### config.mk
export PLATFORM = sky130hd
export DESIGN_NAME = accum_sequencer
export DESIGN_NICKNAME = d
export VERILOG_FILES = /design/src/rtl/accum_seq_pkg.sv /design/src/rtl/accum_step_dp.sv /design/src/rtl/accum_sequencer.sv
export SDC_FILE = /design/constraint.sdc
export NUM_CORES = 1
export LEC_CHECK = 0
export ABC_AREA = 1
export BUFFER_PORTS_ARGS = -buffer_cell sky130_fd_sc_hd__clkbuf_2
export CELL_PAD_IN_SITES_DETAIL_PLACEMENT = 2
export CELL_PAD_IN_SITES_GLOBAL_PLACEMENT = 2
export CORE_ASPECT_RATIO = 0.6
export CORE_MARGIN = 5
export CORE_UTILIZATION = 34
export DETAILED_ROUTE_END_ITERATION = 12
export PLACE_DENSITY_LB_ADDON = 0.1
export SYNTH_ARGS = -nofsm -noshare
export SYNTH_HDL_FRONTEND = slang
export SYNTH_SLANG_ARGS = --single-unit
### constraint.sdc
create_clock -name clock -period 6.09 [get_ports clock]
set_input_delay 0.609 -clock clock [delete_from_list [all_inputs] [get_ports clock]]
set_output_delay 0.609 -clock clock [all_outputs]
set_load 0.02 [all_outputs]
### src/rtl/accum_seq_pkg.sv
// Shared types and constants for the accumulate/scale sequencer.
package accum_seq_pkg;

  localparam int DEF_WIDTH   = 16;
  localparam int DEF_COUNT_W = 8;
  localparam int SHIFT_W     = 4;

  typedef enum logic [1:0] {
    IDLE  = 2'd0,
    ACCUM = 2'd1,
    SCALE = 2'd2,
    DONE  = 2'd3
  } state_t;

  typedef enum logic [1:0] {
    OP_HOLD  = 2'd0,
    OP_CLEAR = 2'd1,
    OP_ADD   = 2'd2,
    OP_SHL   = 2'd3
  } dp_op_t;

endpackage

### src/rtl/accum_step_dp.sv
// Result register with add-index and shift-left steps; owns the sticky
// overflow flag for the current job.
module accum_step_dp
  import accum_seq_pkg::*;
#(
  parameter int WIDTH   = DEF_WIDTH,
  parameter int COUNT_W = DEF_COUNT_W
) (
  input  logic               clock,
  input  logic               reset,
  input  dp_op_t             op,
  input  logic [COUNT_W-1:0] addend,
  output logic [WIDTH-1:0]   result,
  output logic               overflow
);

  logic [WIDTH:0] addend_ext;
  logic [WIDTH:0] sum;

  // Zero-extend the index and form a WIDTH+1 bit sum so the carry is visible.
  always_comb begin
    addend_ext                = '0;
    addend_ext[COUNT_W-1:0]   = addend;
    sum                       = {1'b0, result} + addend_ext;
  end

  // Apply the selected operation; overflow only ever sets until cleared.
  always_ff @(posedge clock) begin
    if (!reset) begin
      result   <= '0;
      overflow <= 1'b0;
    end else begin
      case (op)
        OP_CLEAR: begin
          result   <= '0;
          overflow <= 1'b0;
        end
        OP_ADD: begin
          result   <= sum[WIDTH-1:0];
          overflow <= overflow | sum[WIDTH];
        end
        OP_SHL: begin
          result   <= result << 1;
          overflow <= overflow | result[WIDTH-1];
        end
        default: begin
          result   <= result;
          overflow <= overflow;
        end
      endcase
    end
  end

endmodule

### src/rtl/accum_sequencer.sv
// Start/busy/done sequencer: N index accumulations followed by S doublings,
// with abort and a sticky overflow flag.
module accum_sequencer
  import accum_seq_pkg::*;
#(
  parameter int WIDTH   = DEF_WIDTH,
  parameter int COUNT_W = DEF_COUNT_W
) (
  input  logic               clock,
  input  logic               reset,
  input  logic               start,
  input  logic               abort,
  input  logic [COUNT_W-1:0] max_value,
  input  logic [SHIFT_W-1:0] shift_count,
  output logic               busy,
  output logic               done,
  output logic [WIDTH-1:0]   result,
  output logic               overflow
);

  state_t             state;
  state_t             next_state;
  dp_op_t             op;
  logic [COUNT_W-1:0] index;
  logic [COUNT_W-1:0] n_latched;
  logic [COUNT_W-1:0] last_index;
  logic [SHIFT_W-1:0] s_latched;
  logic [SHIFT_W-1:0] shift_left;

  assign last_index = n_latched - COUNT_W'(1);

  // State register.
  always_ff @(posedge clock) begin
    if (!reset) state <= IDLE;
    else        state <= next_state;
  end

  // Next-state and datapath operation select; abort suppresses the step.
  always_comb begin
    next_state = state;
    op         = OP_HOLD;
    case (state)
      IDLE: begin
        if (start) begin
          op = OP_CLEAR;
          if (max_value != '0)        next_state = ACCUM;
          else if (shift_count != '0) next_state = SCALE;
          else                        next_state = DONE;
        end
      end
      ACCUM: begin
        if (abort) begin
          next_state = IDLE;
        end else begin
          op = OP_ADD;
          if (index == last_index)
            next_state = (s_latched != '0) ? SCALE : DONE;
        end
      end
      SCALE: begin
        if (abort) begin
          next_state = IDLE;
        end else begin
          op = OP_SHL;
          if (shift_left == SHIFT_W'(1)) next_state = DONE;
        end
      end
      DONE:    next_state = IDLE;
      default: next_state = IDLE;
    endcase
  end

  // Job parameter latches plus the running index and remaining-shift counter.
  always_ff @(posedge clock) begin
    if (!reset) begin
      index      <= '0;
      n_latched  <= '0;
      s_latched  <= '0;
      shift_left <= '0;
    end else begin
      case (state)
        IDLE: begin
          if (start) begin
            index      <= '0;
            n_latched  <= max_value;
            s_latched  <= shift_count;
            shift_left <= shift_count;
          end
        end
        ACCUM: if (!abort) index      <= index + COUNT_W'(1);
        SCALE: if (!abort) shift_left <= shift_left - SHIFT_W'(1);
        default: ;
      endcase
    end
  end

  assign busy = (state == ACCUM) || (state == SCALE);
  assign done = (state == DONE);

  accum_step_dp #(
    .WIDTH   (WIDTH),
    .COUNT_W (COUNT_W)
  ) u_dp (
    .clock    (clock),
    .reset    (reset),
    .op       (op),
    .addend   (index),
    .result   (result),
    .overflow (overflow)
  );

endmodule

* After elaboration in Yosys (flattened, before gate mapping) *
Cells that the tools add are included.
W data, S select, Z words.

word-level totals
  register bits = 43
  input port bits = 16
  output and inout port bits = 19
  logic and storage cells = 59

cells by class
  add/sub/neg operators = 4
  eq/ne operators = 13
  multiplexer cells = 21
  bitwise operators = 2
  reductions and logical operators = 12

operators by type and width
  cell                   count
  $pmux W16 S3           1
  $add A16 B8 Y17        1
  $mux W2                8
  $mux W8                2
  $pmux W8 S2            1
  $reduce_and A3 Y1      3
  $add A8 B1 Y8 const B  1
  $eq A2 B2 Y1 const B   4
  $eq A8 B8 Y1           1
  $mux W4                2
  $pmux W2 S4            1
  $pmux W4 S2            1
  $reduce_bool A4 Y1     2
  $reduce_bool A8 Y1     1
  $sub A8 B1 Y8 const B  1
  $ne A2 B2 Y1 const B   3
  $ne A3 B3 Y1 const B   2
  $pmux W2 S3            1
  $eq A2 B1 Y1 const B   2
  $eq A4 B1 Y1 const B   1
  $reduce_bool A2 Y1     2
  $sub A4 B1 Y4 const B  1
  $mux W1                3
  $pmux W1 S3            1
  5 further kinds        6

* Depth between registers and ports, before layout *
Gate-level depths: netlist of the first run.

  word-level depth = 5
  mapped depth = 14
  depth with buffers taken out = 14

* Hierarchy *
Synthesis of the first run repeated with hierarchy kept, for this count alone.

unflattened totals
  cells, all modules = 468
  area total of the unflattened synthesis = 3,075.4 um^2

modules (own cells, without submodules)
  module           instances  cells an instance  area each (um^2)  sequential area each (um^2)
  accum_sequencer  1          230                1,580.3           520.5
  accum_step_dp    1          238                1,495.2           340.3

* Worst setup path before layout of the first run *
No wires, ideal clock.

  path kind = reg-to-reg
  start = register u_dp.result[0]
  end = register u_dp.result[10]
  library setup time = 67 ps
  arrival = 2,003 ps
  data required time = 6,023 ps
  path slack = 4,020 ps
  cell stages (with the launch flop) = 13
  buffers on the path = 0
  clock period less this slack = 2,070 ps
  cells stage by stage = dfxtp_1 ha_1 inv_1 fa_1 inv_1 nand2_1 a21oi_4 nand3_1 nand2_1 nand2_1 o21ai_0 nand3_1 a21oi_2

between the ends
  cells in the longest elaborated chain, start to end = 2

ends and longest elaborated chain
  what                    line                 text
  from (decl)             accum_step_dp.sv:13  output logic [WIDTH-1:0] result,
  from (signal assigned)  accum_step_dp.sv:39  result <= sum[WIDTH-1:0];
  from (signal assigned)  accum_step_dp.sv:43  result <= result << 1;
  from (signal assigned)  accum_step_dp.sv:47  result <= result;
  $add A16 B8 Y17         accum_step_dp.sv:24  sum = {1'b0, result} + addend_ext;
  $pmux W16 S3            accum_step_dp.sv:33  case (op)

No other way between the ends.
A chain may end at the register's enable or synchronous reset.

* Worst setup path in the final report of the first run *
  start = register index[0]
  end = register u_dp.result[10]

between the ends
  cells in the longest elaborated chain, start to end = 2

ends and longest elaborated chain
  what                    line                   text
  from (decl)             accum_sequencer.sv:24  logic [COUNT_W-1:0] index;
  from (signal assigned)  accum_sequencer.sv:90  ACCUM: if (!abort) index <= index + COUNT_W'(1);
  $add A16 B8 Y17         accum_step_dp.sv:24
  $pmux W16 S3            accum_step_dp.sv:33

No other way between the ends.

==> results.json, run 1 <==
{
  "cts-buffers-inserted": 5,
  "detail_route.wirelength.met1_mm": 5.56,
  "starting_drt_drc_count": 95,
  "die_w_microns": 131,
  "postCtsHoldBufs": 0,
  "detail_route.wirelength_mm": 10.4,
  "globalRoute.totalOverflow": 0,
  "cts_post_setup_buffers_inserted": 0,
  "synth_enable_flop_cells": 0,
  "cp_max_fo": 6,
  "cts_repair_resize_count": 0,
  "viasPerCell": 5.17,
  "rr_worst_depth": 12,
  "syn2layout_area_growth_pct": 13.6,
  "die-area_sq_mm": 0.0108,
  "insertion_delay_ps": 290,
  "fin_worst_skew_ps": 3.52,
  "cts_tree": "yes",
  "critical_path.max_stage_delay_ps": 430,
  "placementRows": 26,
  "drive_above_1_share_pct": 13.0,
  "highest-signal-layer": "met4",
  "pin_count": 35,
  "startpoint_type": "flip-flop",
  "wire_per_inst_microns": 17.2,
  "post_synthesis_cell_area_sq_mm": 0.00297,
  "slew_headroom_pct": 52.1,
  "register_to_register_path_setup_slack_ps": 3680,
  "core-area_sq_mm": 0.00852,
  "first_global_vias": 3291,
  "clkSinkCount": 43,
  "dp_worst_setup_slack_ps": 3700,
  "drt_first_pass_iters": 4,
  "timing_worst_slew_pin_value_ps": 717,
  "postSynthAreaPerCell_sq_um": 6.51,
  "grt_max_degree": 24,
  "finalCriticalPeriod_ps": 2410,
  "final-setup-viol-count": 0,
  "finalHoldViolations": 0,
  "critPathSlowestCell": "sky130_fd_sc_hd__dfxtp_1",
  "ys_seq_area_share_pct": 29.0,
  "layout.cells.most_common": "sky130_fd_sc_hd__nand2_1",
  "arrival_ps": 2620,
  "min_to": "s_latched[0]",
  "endpoint_kind": "flip-flop",
  "rsz0062_at_grt": "no",
  "clkTransAtPathRegs_ps": 60,
  "worstReg2RegEnd": "u_dp.result[10]",
  "postSynthCellCount": 457,
  "final.setup.tns_ps": 0,
  "timing_worst_setup_path_type": "flip-flop to flip-flop",
  "grt_util_all_layers_pct": 20.6,
  "globalplace.congestion": 0.805,
  "crit_family": "simple AND/OR/NAND/NOR gates",
  "clockRootBuffer": "sky130_fd_sc_hd__clkbuf_16",
  "vias": 3118,
  "yosysWarningCount": 0,
  "buffer_ports.inserted": 34,
  "routed-wl-met2_mm": 4.26,
  "nNetsFinal": 524,
  "met3WireLength_microns": 456,
  "starting_density_of_the_core_pct": 34.9,
  "ys_async_sr_fraction_pct": 0,
  "worstPathBufferInverterCount": 2,
  "outcome": "complete, no violations",
  "fin_crit_sh_pct": 39.5,
  "most-common-layout-cells": "sky130_fd_sc_hd__nand2_1, sky130_fd_sc_hd__inv_1, sky130_fd_sc_hd__nor2_1",
  "post-route-drc-count": 0,
  "grt_antenna_before_repair": 0,
  "ys.flop_type": "sky130_fd_sc_hd__dfxtp_1",
  "grt_first_pass_wirelength_mm": 17.1,
  "netlist-cell-type-count": 37,
  "power-per-cell-area_mw_per_mm2": 345,
  "critical_path.most_common_cell": "sky130_fd_sc_hd__nand2_1",
  "hold_path.startpoint": "s_latched[0]",
  "synth-seq-cells": 43,
  "worst_slack_ps": 3680,
  "dp_hpwl_mm": 8.39,
  "layout_utilization_pct": 39.6,
  "critical_path_required_ps": 6310,
  "synthesis.nets": 491,
  "fin_cells": 603,
  "timing.critical_path.depth": 12,
  "die_y_microns": 82.4,
  "power.leakage_nw": 1.57,
  "maximum_capacitance_violations": 0,
  "timing.hold.worst_path_depth": 2,
  "ir_drop_uv": 155,
  "fmax_ghz": 0.416,
  "drv_slew": 0,
  "htreeDepth": 2,
  "largest_buffer_count_on_any_clock_path": 2,
  "antenna-diode-count": 0,
  "worst_hold_path_type": "flip-flop to flip-flop",
  "timing.critical_path.cells": "ha_1 -> inv_1 -> fa_1 -> inv_1 -> nand2_1 -> a21oi_4 -> nand3_1 -> nand2_1 -> nand2_1 -> o21ai_0 -> nand3_1 -> a21oi_2",
  "placed_cells_incl_taps": 595,
  "timing.hold.ws_ps": 460,
  "reg2reg_from": "index[0]",
  "ant_nets": 0
}
## per-stage QoR
step,total power [mW],area (sq um)
2_1_floorplan,0.755,2970
3_3_place_gp,0.868,3240
3_5_place_dp,0.901,3240
4_1_cts,1.18,3380
5_1_grt,1.26,3380
6_report,1.16,3380
## tightest hold or removal path, stage by stage (launching register included)
cell and delay [ps]:
sky130_fd_sc_hd__dfxtp_1 300, sky130_fd_sc_hd__inv_1 60, sky130_fd_sc_hd__a21oi_1 60
## how the worst max path moves through the flow
stage	start	slack, ps	end
floorplan	u_dp.result[0]	4020	u_dp.result[10]
global placement	index[0]	3780	u_dp.result[10]
detailed placement	index[0]	3700	u_dp.result[10]
CTS	index[0]	3660	u_dp.result[10]
global route	index[0]	3480	u_dp.result[10]
finish	index[0]	3680	u_dp.result[10]
## sequential cells by signal (all words and copies together), names as in the netlist
| register | cells |
|---|---|
| index | 8 |
| s_latched | 4 |
| u_dp.overflow | 1 |
| n_latched | 8 |
| u_dp.result | 16 |
| state | 2 |
| shift_left | 4 |
## routing by layer
layer	vias to the layer above	global-route usage, %
li1	1567	-
met1	1502	30.5
met2	40	31.4
met3	9	3.66
met4	0	3.70
met5	-	0
## power breakdown
part	internal (mW)	leakage (nW)	switching, mW
logic	0.162	1.15	0.365
registers	0.327	0.351	0.0422
clock network	0.152	0.0679	0.115
## cells by family (layout without fill, tap and decap cells)
kind of cell             count (synthesis)  count (layout)  share of synthesized area, %
AO/OA/AOI/OAI                           97              97                          19.3
XOR/XNOR                                 5               5                          1.47
adder cells (fa/ha/maj)                 18              18                          7.83
buffers and inverters                   82             116                          10.9
flip-flops                              43              43                          29.0
AND/OR/NAND/NOR                        212             212                          31.6
## final cells by class
cell class              instances  area, sq um
clock buffers                   7          133
clock inverters                 1         5.00
fillers                      1069         5150
inverters                      74          278
multi-input cells             332         1790
flip-flops and latches         43          861
well taps                     112          140
repair buffers                 34          170
## synthesized netlist by cell type (3+ instances only)
master                       n  area, sq um
sky130_fd_sc_hd__nand2_1   100          375
sky130_fd_sc_hd__nand4_1     9         56.3
sky130_fd_sc_hd__clkbuf_1    6         22.5
sky130_fd_sc_hd__dfxtp_1    43          861
sky130_fd_sc_hd__o21ai_1     3         15.0
sky130_fd_sc_hd__nand3_1    36          180
sky130_fd_sc_hd__xor2_1      3         26.3
sky130_fd_sc_hd__inv_1      68          255
sky130_fd_sc_hd__inv_2       6         22.5
sky130_fd_sc_hd__a211oi_1    4         30.0
sky130_fd_sc_hd__nor2_1     52          195
sky130_fd_sc_hd__o22ai_2     3         37.5
sky130_fd_sc_hd__ha_1       17          213
sky130_fd_sc_hd__o211ai_1    3         22.5
sky130_fd_sc_hd__nand2_4     4         45.0
sky130_fd_sc_hd__o21ai_0    34          170
sky130_fd_sc_hd__a31oi_1     5         31.3
sky130_fd_sc_hd__a21oi_1    34          170
Power figures use the tool's default switching activity.
==> inputs of run 2 (changes only) <==
ABC_AREA = 0   (was 1)
CORE_UTILIZATION = 31   (was 34)
clock period = 2.2 ns   (was 6.09 ns; I/O delays follow)
==> run 2 against run 1 <==
Final cell count decreased by 11%. Sequential cell count did not move. Hold slack got worse by 290 ps. First-iteration DRC count increased by 69%. Count of clock-buffer cells in the layout down 1. Fmax grew 14%. Setup slack worse by 3600 ps. Cell area is 8.1% higher. Combinational power increased by 72%. Synthesized cell count shrank 24%. Critical path type unchanged. Critical endpoint is now u_dp.result[3].
==> results.json, run 2 <==
{
  "outcome": "complete, no violations",
  "critical_path_required_ps": 2380,
  "startpoint_type": "flip-flop",
  "slew_headroom_pct": 61.8,
  "endpoint_kind": "flip-flop",
  "crit_family": "simple AND/OR/NAND/NOR gates",
  "nNetsFinal": 459,
  "most-common-layout-cells": "sky130_fd_sc_hd__buf_4, sky130_fd_sc_hd__nand2_1, sky130_fd_sc_hd__dfxtp_1",
  "clockRootBuffer": "sky130_fd_sc_hd__clkbuf_16",
  "arrival_ps": 2300,
  "detail_route.wirelength_mm": 10.4,
  "htreeDepth": 2,
  "worstPathBufferInverterCount": 1,
  "worst_hold_path_type": "input port to flip-flop",
  "synth-seq-cells": 43,
  "synthesis.nets": 382,
  "dp_worst_setup_slack_ps": -103,
  "finalHoldViolations": 0,
  "drive_above_1_share_pct": 29.6,
  "clkTransAtPathRegs_ps": 70,
  "ys.flop_type": "sky130_fd_sc_hd__dfxtp_1",
  "critical_path.max_stage_delay_ps": 590,
  "reg_top3": "u_dp.result x16, index x8, n_latched x8",
  "first_global_vias": 3029,
  "clkSinkCount": 43,
  "starting_density_of_the_core_pct": 32.3,
  "postSynthCellCount": 348,
  "drt_first_pass_iters": 4,
  "die_y_microns": 83.6,
  "layout.cells.most_common": "sky130_fd_sc_hd__buf_4",
  "final-setup-viol-count": 0,
  "insertion_delay_ps": 290,
  "finalCriticalPeriod_ps": 2110,
  "largest_buffer_count_on_any_clock_path": 2,
  "drv_slew": 0,
  "fmax_ghz": 0.473,
  "cts_tree": "yes",
  "power-per-cell-area_mw_per_mm2": 735,
  "globalRoute.totalOverflow": 0,
  "synthMostInstantiatedCell": "sky130_fd_sc_hd__dfxtp_1",
  "core-area_sq_mm": 0.00865,
  "netlist-cell-type-count": 64,
  "syn2layout_area_growth_pct": 30.5,
  "yosysWarningCount": 0,
  "viasPerCell": 5.44,
  "placementRows": 26,
  "fin_worst_skew_ps": 10.2,
  "synth_largest_area_cell": "sky130_fd_sc_hd__dfxtp_1",
  "die_w_microns": 133,
  "die-area_sq_mm": 0.0111,
  "synthTopCellsByCount": "sky130_fd_sc_hd__dfxtp_1, sky130_fd_sc_hd__nand2_1, sky130_fd_sc_hd__a21oi_1, sky130_fd_sc_hd__nor2_1, sky130_fd_sc_hd__o21ai_0",
  "synth_enable_flop_cells": 0,
  "largest_reg_flops": 16,
  "grt_util_all_layers_pct": 18.7,
  "ir_drop_uv": 312,
  "fin_crit_sh_pct": 96.1,
  "dp_hpwl_mm": 8.13,
  "ys_top_cells_by_area": "sky130_fd_sc_hd__dfxtp_1, sky130_fd_sc_hd__ha_1, sky130_fd_sc_hd__nand2_1",
  "regMostFlops": "u_dp.result",
  "vias": 2927,
  "antenna-diode-count": 0,
  "maximum_capacitance_violations": 0,
  "globalplace.congestion": 0.785,
  "cp_max_fo": 5,
  "pin_count": 35,
  "grt_max_degree": 19,
  "timing.hold.ws_ps": 175,
  "buffer_ports.inserted": 34,
  "ys_async_sr_fraction_pct": 0,
  "grt_first_pass_wirelength_mm": 16.6,
  "grt_antenna_before_repair": 0,
  "critPathSlowestCell": "sky130_fd_sc_hd__or4b_4",
  "timing.critical_path.cells": "buf_4 -> ha_1 -> or4b_4 -> nor2_4 -> nor2_1 -> a21oi_1 -> o21ai_0 -> a211oi_1",
  "wire_per_inst_microns": 19.3,
  "yosysTopAreaCellShare_pct": 30.8,
  "worst_slack_ps": 85.8,
  "power.leakage_nw": 1.48,
  "starting_drt_drc_count": 161,
  "cts-buffers-inserted": 5,
  "layout_utilization_pct": 42.2,
  "post-route-drc-count": 0,
  "timing_worst_slew_pin_value_ps": 573,
  "postSynthAreaPerCell_sq_um": 8.04,
  "ant_nets": 0,
  "ys_seq_area_share_pct": 30.8,
  "post_synthesis_cell_area_sq_mm": 0.00280,
  "timing_worst_setup_path_type": "flip-flop to flip-flop"
}
[run 2: where the power goes]
group          switching [mW]  internal, mW
registers              0.0441         0.835
clock network           0.331         0.566
logic                   0.531         0.375
total                   0.906          1.78
[run 2: logic make-up (layout without fill, tap and decap cells)]
group | Yosys count | after routing | synth area share, %
simple gates | 123 | 123 | 21.7
compound gates | 110 | 110 | 26.4
flops | 43 | 43 | 30.8
buf+inv | 31 | 109 | 5.37
fa+ha+maj | 18 | 18 | 8.32
xor+xnor | 18 | 18 | 5.64
mux | 5 | 5 | 1.79
[run 2: area by class of cell]
class | count | area (sq um)
sequential | 43 | 865
timing repair buffer | 86 | 561
clock inverter | 2 | 35.0
fill | 992 | 5000
multi-input combinational | 274 | 1850
clock buffer | 6 | 139
tap | 112 | 140
inverter | 15 | 56.3
[run 2: tightest hold or removal path, cell delays in order]
cell,delay [ps]
sky130_fd_sc_hd__clkbuf_2,90
sky130_fd_sc_hd__nand2_1,50
sky130_fd_sc_hd__a21oi_1,50
[run 2: layer usage]
metal  global-route usage [%]  part of all wire, %  wire length (microns)  up-vias
met5                        0                    0                      0        -
met4                     4.06                 0.98                    102        0
met3                     3.07                  3.4                    350        6
met2                     26.8                   41                   4270       42
met1                     28.8                   55                   5660     1461
li1                         -                    -                      -     1418
[run 2: timing repair]
action,CTS,global route
setup buffers,1,2
endpoints found under the setup margin,5,17
resized for setup,6,14
hold endpoints to repair,0,0
hold buffers,0,0
pin swaps,1,6
[run 2: final timing paths]
kind	startpoint	end	slack (ps)	depth (start not counted)
setup reg to reg	state[0]	u_dp.result[3]	90	8
setup / recovery	state[0]	u_dp.result[3]	90	8
hold / removal	max_value[1]	n_latched[1]	180	3
hold reg to reg	s_latched[3]	s_latched[3]	460	2
[run 2: metrics by stage]
step	instance area, sq um	power, mW	setup TNS [ps]	instances
after floorplan	2800	1.42	0	348
after global placement	3380	1.75	0	527
after detailed placement	3380	1.78	-336	527
after CTS	3590	2.70	-3.87	536
after global routing	3650	2.84	-131	538
final	3650	2.68	0	538
==> inputs of run 3 (changes only) <==
RECOVER_POWER = 100   (was default)
SETUP_SLACK_MARGIN = 0.3   (was default)
==> run 3 against run 2 <==
Clock skew is 0.51 ps lower. Power is 12% higher. Cell area rose by 17%. Routed wire length up 27%. Core utilization is 7.1 points higher. Critical path type unchanged.
==> results.json, run 3 (synthesized netlist as in run 2, its figures left out) <==
{
  "outcome": "complete, no violations",
  "power-per-cell-area_mw_per_mm2": 706,
  "antenna-diode-count": 0,
  "register_to_register_path_setup_slack_ps": 90,
  "finalCriticalPeriod_ps": 2110,
  "post-route-drc-count": 0,
  "syn2layout_area_growth_pct": 52.5,
  "largest_buffer_count_on_any_clock_path": 2,
  "timing_worst_slew_pin_value_ps": 607,
  "wire_per_inst_microns": 23.6,
  "maximum_capacitance_violations": 0,
  "final.setup.tns_ps": 0,
  "drv_slew": 0,
  "nNetsFinal": 479,
  "starting_density_of_the_core_pct": 32.3,
  "globalplace.congestion": 0.814,
  "placed_cells_incl_taps": 517,
  "fin_worst_skew_ps": 9.72,
  "highest-signal-layer": "met4",
  "clkSinkCount": 43,
  "detail_route.wirelength.met1_mm": 6.68,
  "drive_above_1_share_pct": 40.8,
  "grt_antenna_before_repair": 0,
  "critPathSlowestCell": "sky130_fd_sc_hd__dfxtp_1",
  "final-setup-viol-count": 0,
  "globalRoute.totalOverflow": 0,
  "placementRows": 26,
  "grt_util_all_layers_pct": 21.2,
  "starting_drt_drc_count": 207,
  "postCtsHoldBufs": 0,
  "die-area_sq_mm": 0.0111,
  "cts_tree": "yes",
  "timing.hold.worst_path_depth": 3,
  "fmax_ghz": 0.475,
  "detail_route.wirelength_mm": 13.2,
  "timing.critical_path.cells": "inv_4 -> ha_4 -> buf_4 -> nand2_1 -> a21o_4 -> buf_4 -> a22o_1 -> a211oi_1 -> nor2_1",
  "arrival_ps": 2290,
  "rr_worst_depth": 9,
  "critical_path.most_common_cell": "sky130_fd_sc_hd__buf_4",
  "timing.hold.ws_ps": 179,
  "regMostFlops": "u_dp.result",
  "die_w_microns": 133,
  "cp_max_fo": 8,
  "startpoint_type": "flip-flop",
  "met3WireLength_microns": 381,
  "most-common-layout-cells": "sky130_fd_sc_hd__buf_4, sky130_fd_sc_hd__nand2_1, sky130_fd_sc_hd__dfxtp_1",
  "drt_first_pass_iters": 5,
  "first_global_vias": 3294,
  "dp_hpwl_mm": 8.38,
  "largest_reg_flops": 16,
  "postLayoutCellArea_sq_mm": 0.00427,
  "rsz0062_at_grt": "yes",
  "clkTransAtPathRegs_ps": 70,
  "routed-wl-met2_mm": 5.99,
  "ir_drop_uv": 325,
  "core-area_sq_mm": 0.00865,
  "fin_cells": 558,
  "timing_worst_setup_path_type": "flip-flop to flip-flop",
  "grt_max_degree": 19,
  "pin_count": 35,
  "dpl-instance-area_sq_mm": 0.00338,
  "cts-buffers-inserted": 5,
  "timing.critical_path.depth": 9,
  "insertion_delay_ps": 300,
  "reg_top3": "u_dp.result x16, index x8, n_latched x8",
  "layout.cells.most_common": "sky130_fd_sc_hd__buf_4",
  "worstPathBufferInverterCount": 3,
  "ant_nets": 0,
  "grt_first_pass_wirelength_mm": 18.7,
  "endpoint_kind": "flip-flop",
  "htreeDepth": 2,
  "buffer_ports.inserted": 34,
  "vias": 3150,
  "die_y_microns": 83.6,
  "power.leakage_nw": 1.58,
  "viasPerCell": 5.65,
  "critical_path.max_stage_delay_ps": 400,
  "clockRootBuffer": "sky130_fd_sc_hd__clkbuf_16",
  "worst_hold_path_type": "input port to flip-flop",
  "finalPower_mw": 3.01,
  "crit_family": "compound AO/OA/AOI/OAI gates",
  "critical_path_required_ps": 2390,
  "slew_headroom_pct": 59.3,
  "finalHoldViolations": 0,
  "fin_crit_sh_pct": 95.7
}
==> run 3: cell types whose count changed in the layout (fill, tap and decap cells not counted), sizes merged <==
cell	before	now
clkbuf	40	42
bufinv	1	0
buf	52	72
inv	15	14
clkinvlp	0	1
clkinv	1	0
==> run 3: stage by stage <==
stage          utilization (%)  setup slack (ps)
2_1_floorplan                -               254
6_report                  49.3              94.9
4_1_cts                   45.2               118
5_1_grt                   49.3             -25.4
3_5_place_dp              39.1              26.7
3_3_place_gp              39.1              52.2
==> run 3: tightest hold or removal path, cell delays in order <==
cell and delay [ps]:
sky130_fd_sc_hd__clkbuf_2 90, sky130_fd_sc_hd__nand2_1 50, sky130_fd_sc_hd__a21oi_1 60
==> run 3: path summary, 6_finish.rpt <==
kind	startpoint	to
setup / recovery	state[1]	u_dp.result[9]
hold / removal	max_value[6]	n_latched[6]
setup reg to reg	state[1]	u_dp.result[9]
hold reg to reg	s_latched[2]	s_latched[2]
==> run 3: where the power goes <==
part / internal, mW / switching (mW) / total (mW)
logic: 0.574 / 0.709 / 1.28
registers: 0.831 / 0.0564 / 0.887
clock network: 0.486 / 0.357 / 0.843
total: 1.89 / 1.12 / 3.01
==> run 3: timing repair <==
item | 4_1_cts | 5_1_grt
endpoints found under the setup margin | 29 | 26
cloned | 0 | 0
buffers inserted | 14 | 19
pin swaps | 24 | 30
hold endpoints to repair | 0 | 0
resized for setup | 62 | 54
==> run 3: cell type report <==
cell class | count | area (sq um)
inverters | 15 | 62.6
clock buffers | 8 | 156
well taps | 112 | 140
repair buffers | 106 | 751
fillers | 918 | 4390
flip-flops and latches | 43 | 887
multi-input cells | 274 | 2270
==> run 3: layer usage <==
| layer | vias to the layer above | global-route usage (%) |
|---|---|---|
| li1 | 1471 | - |
| met1 | 1618 | 31.1 |
| met2 | 49 | 32.8 |
| met3 | 12 | 3.25 |
| met4 | 0 | 3.96 |
| met5 | - | 0 |
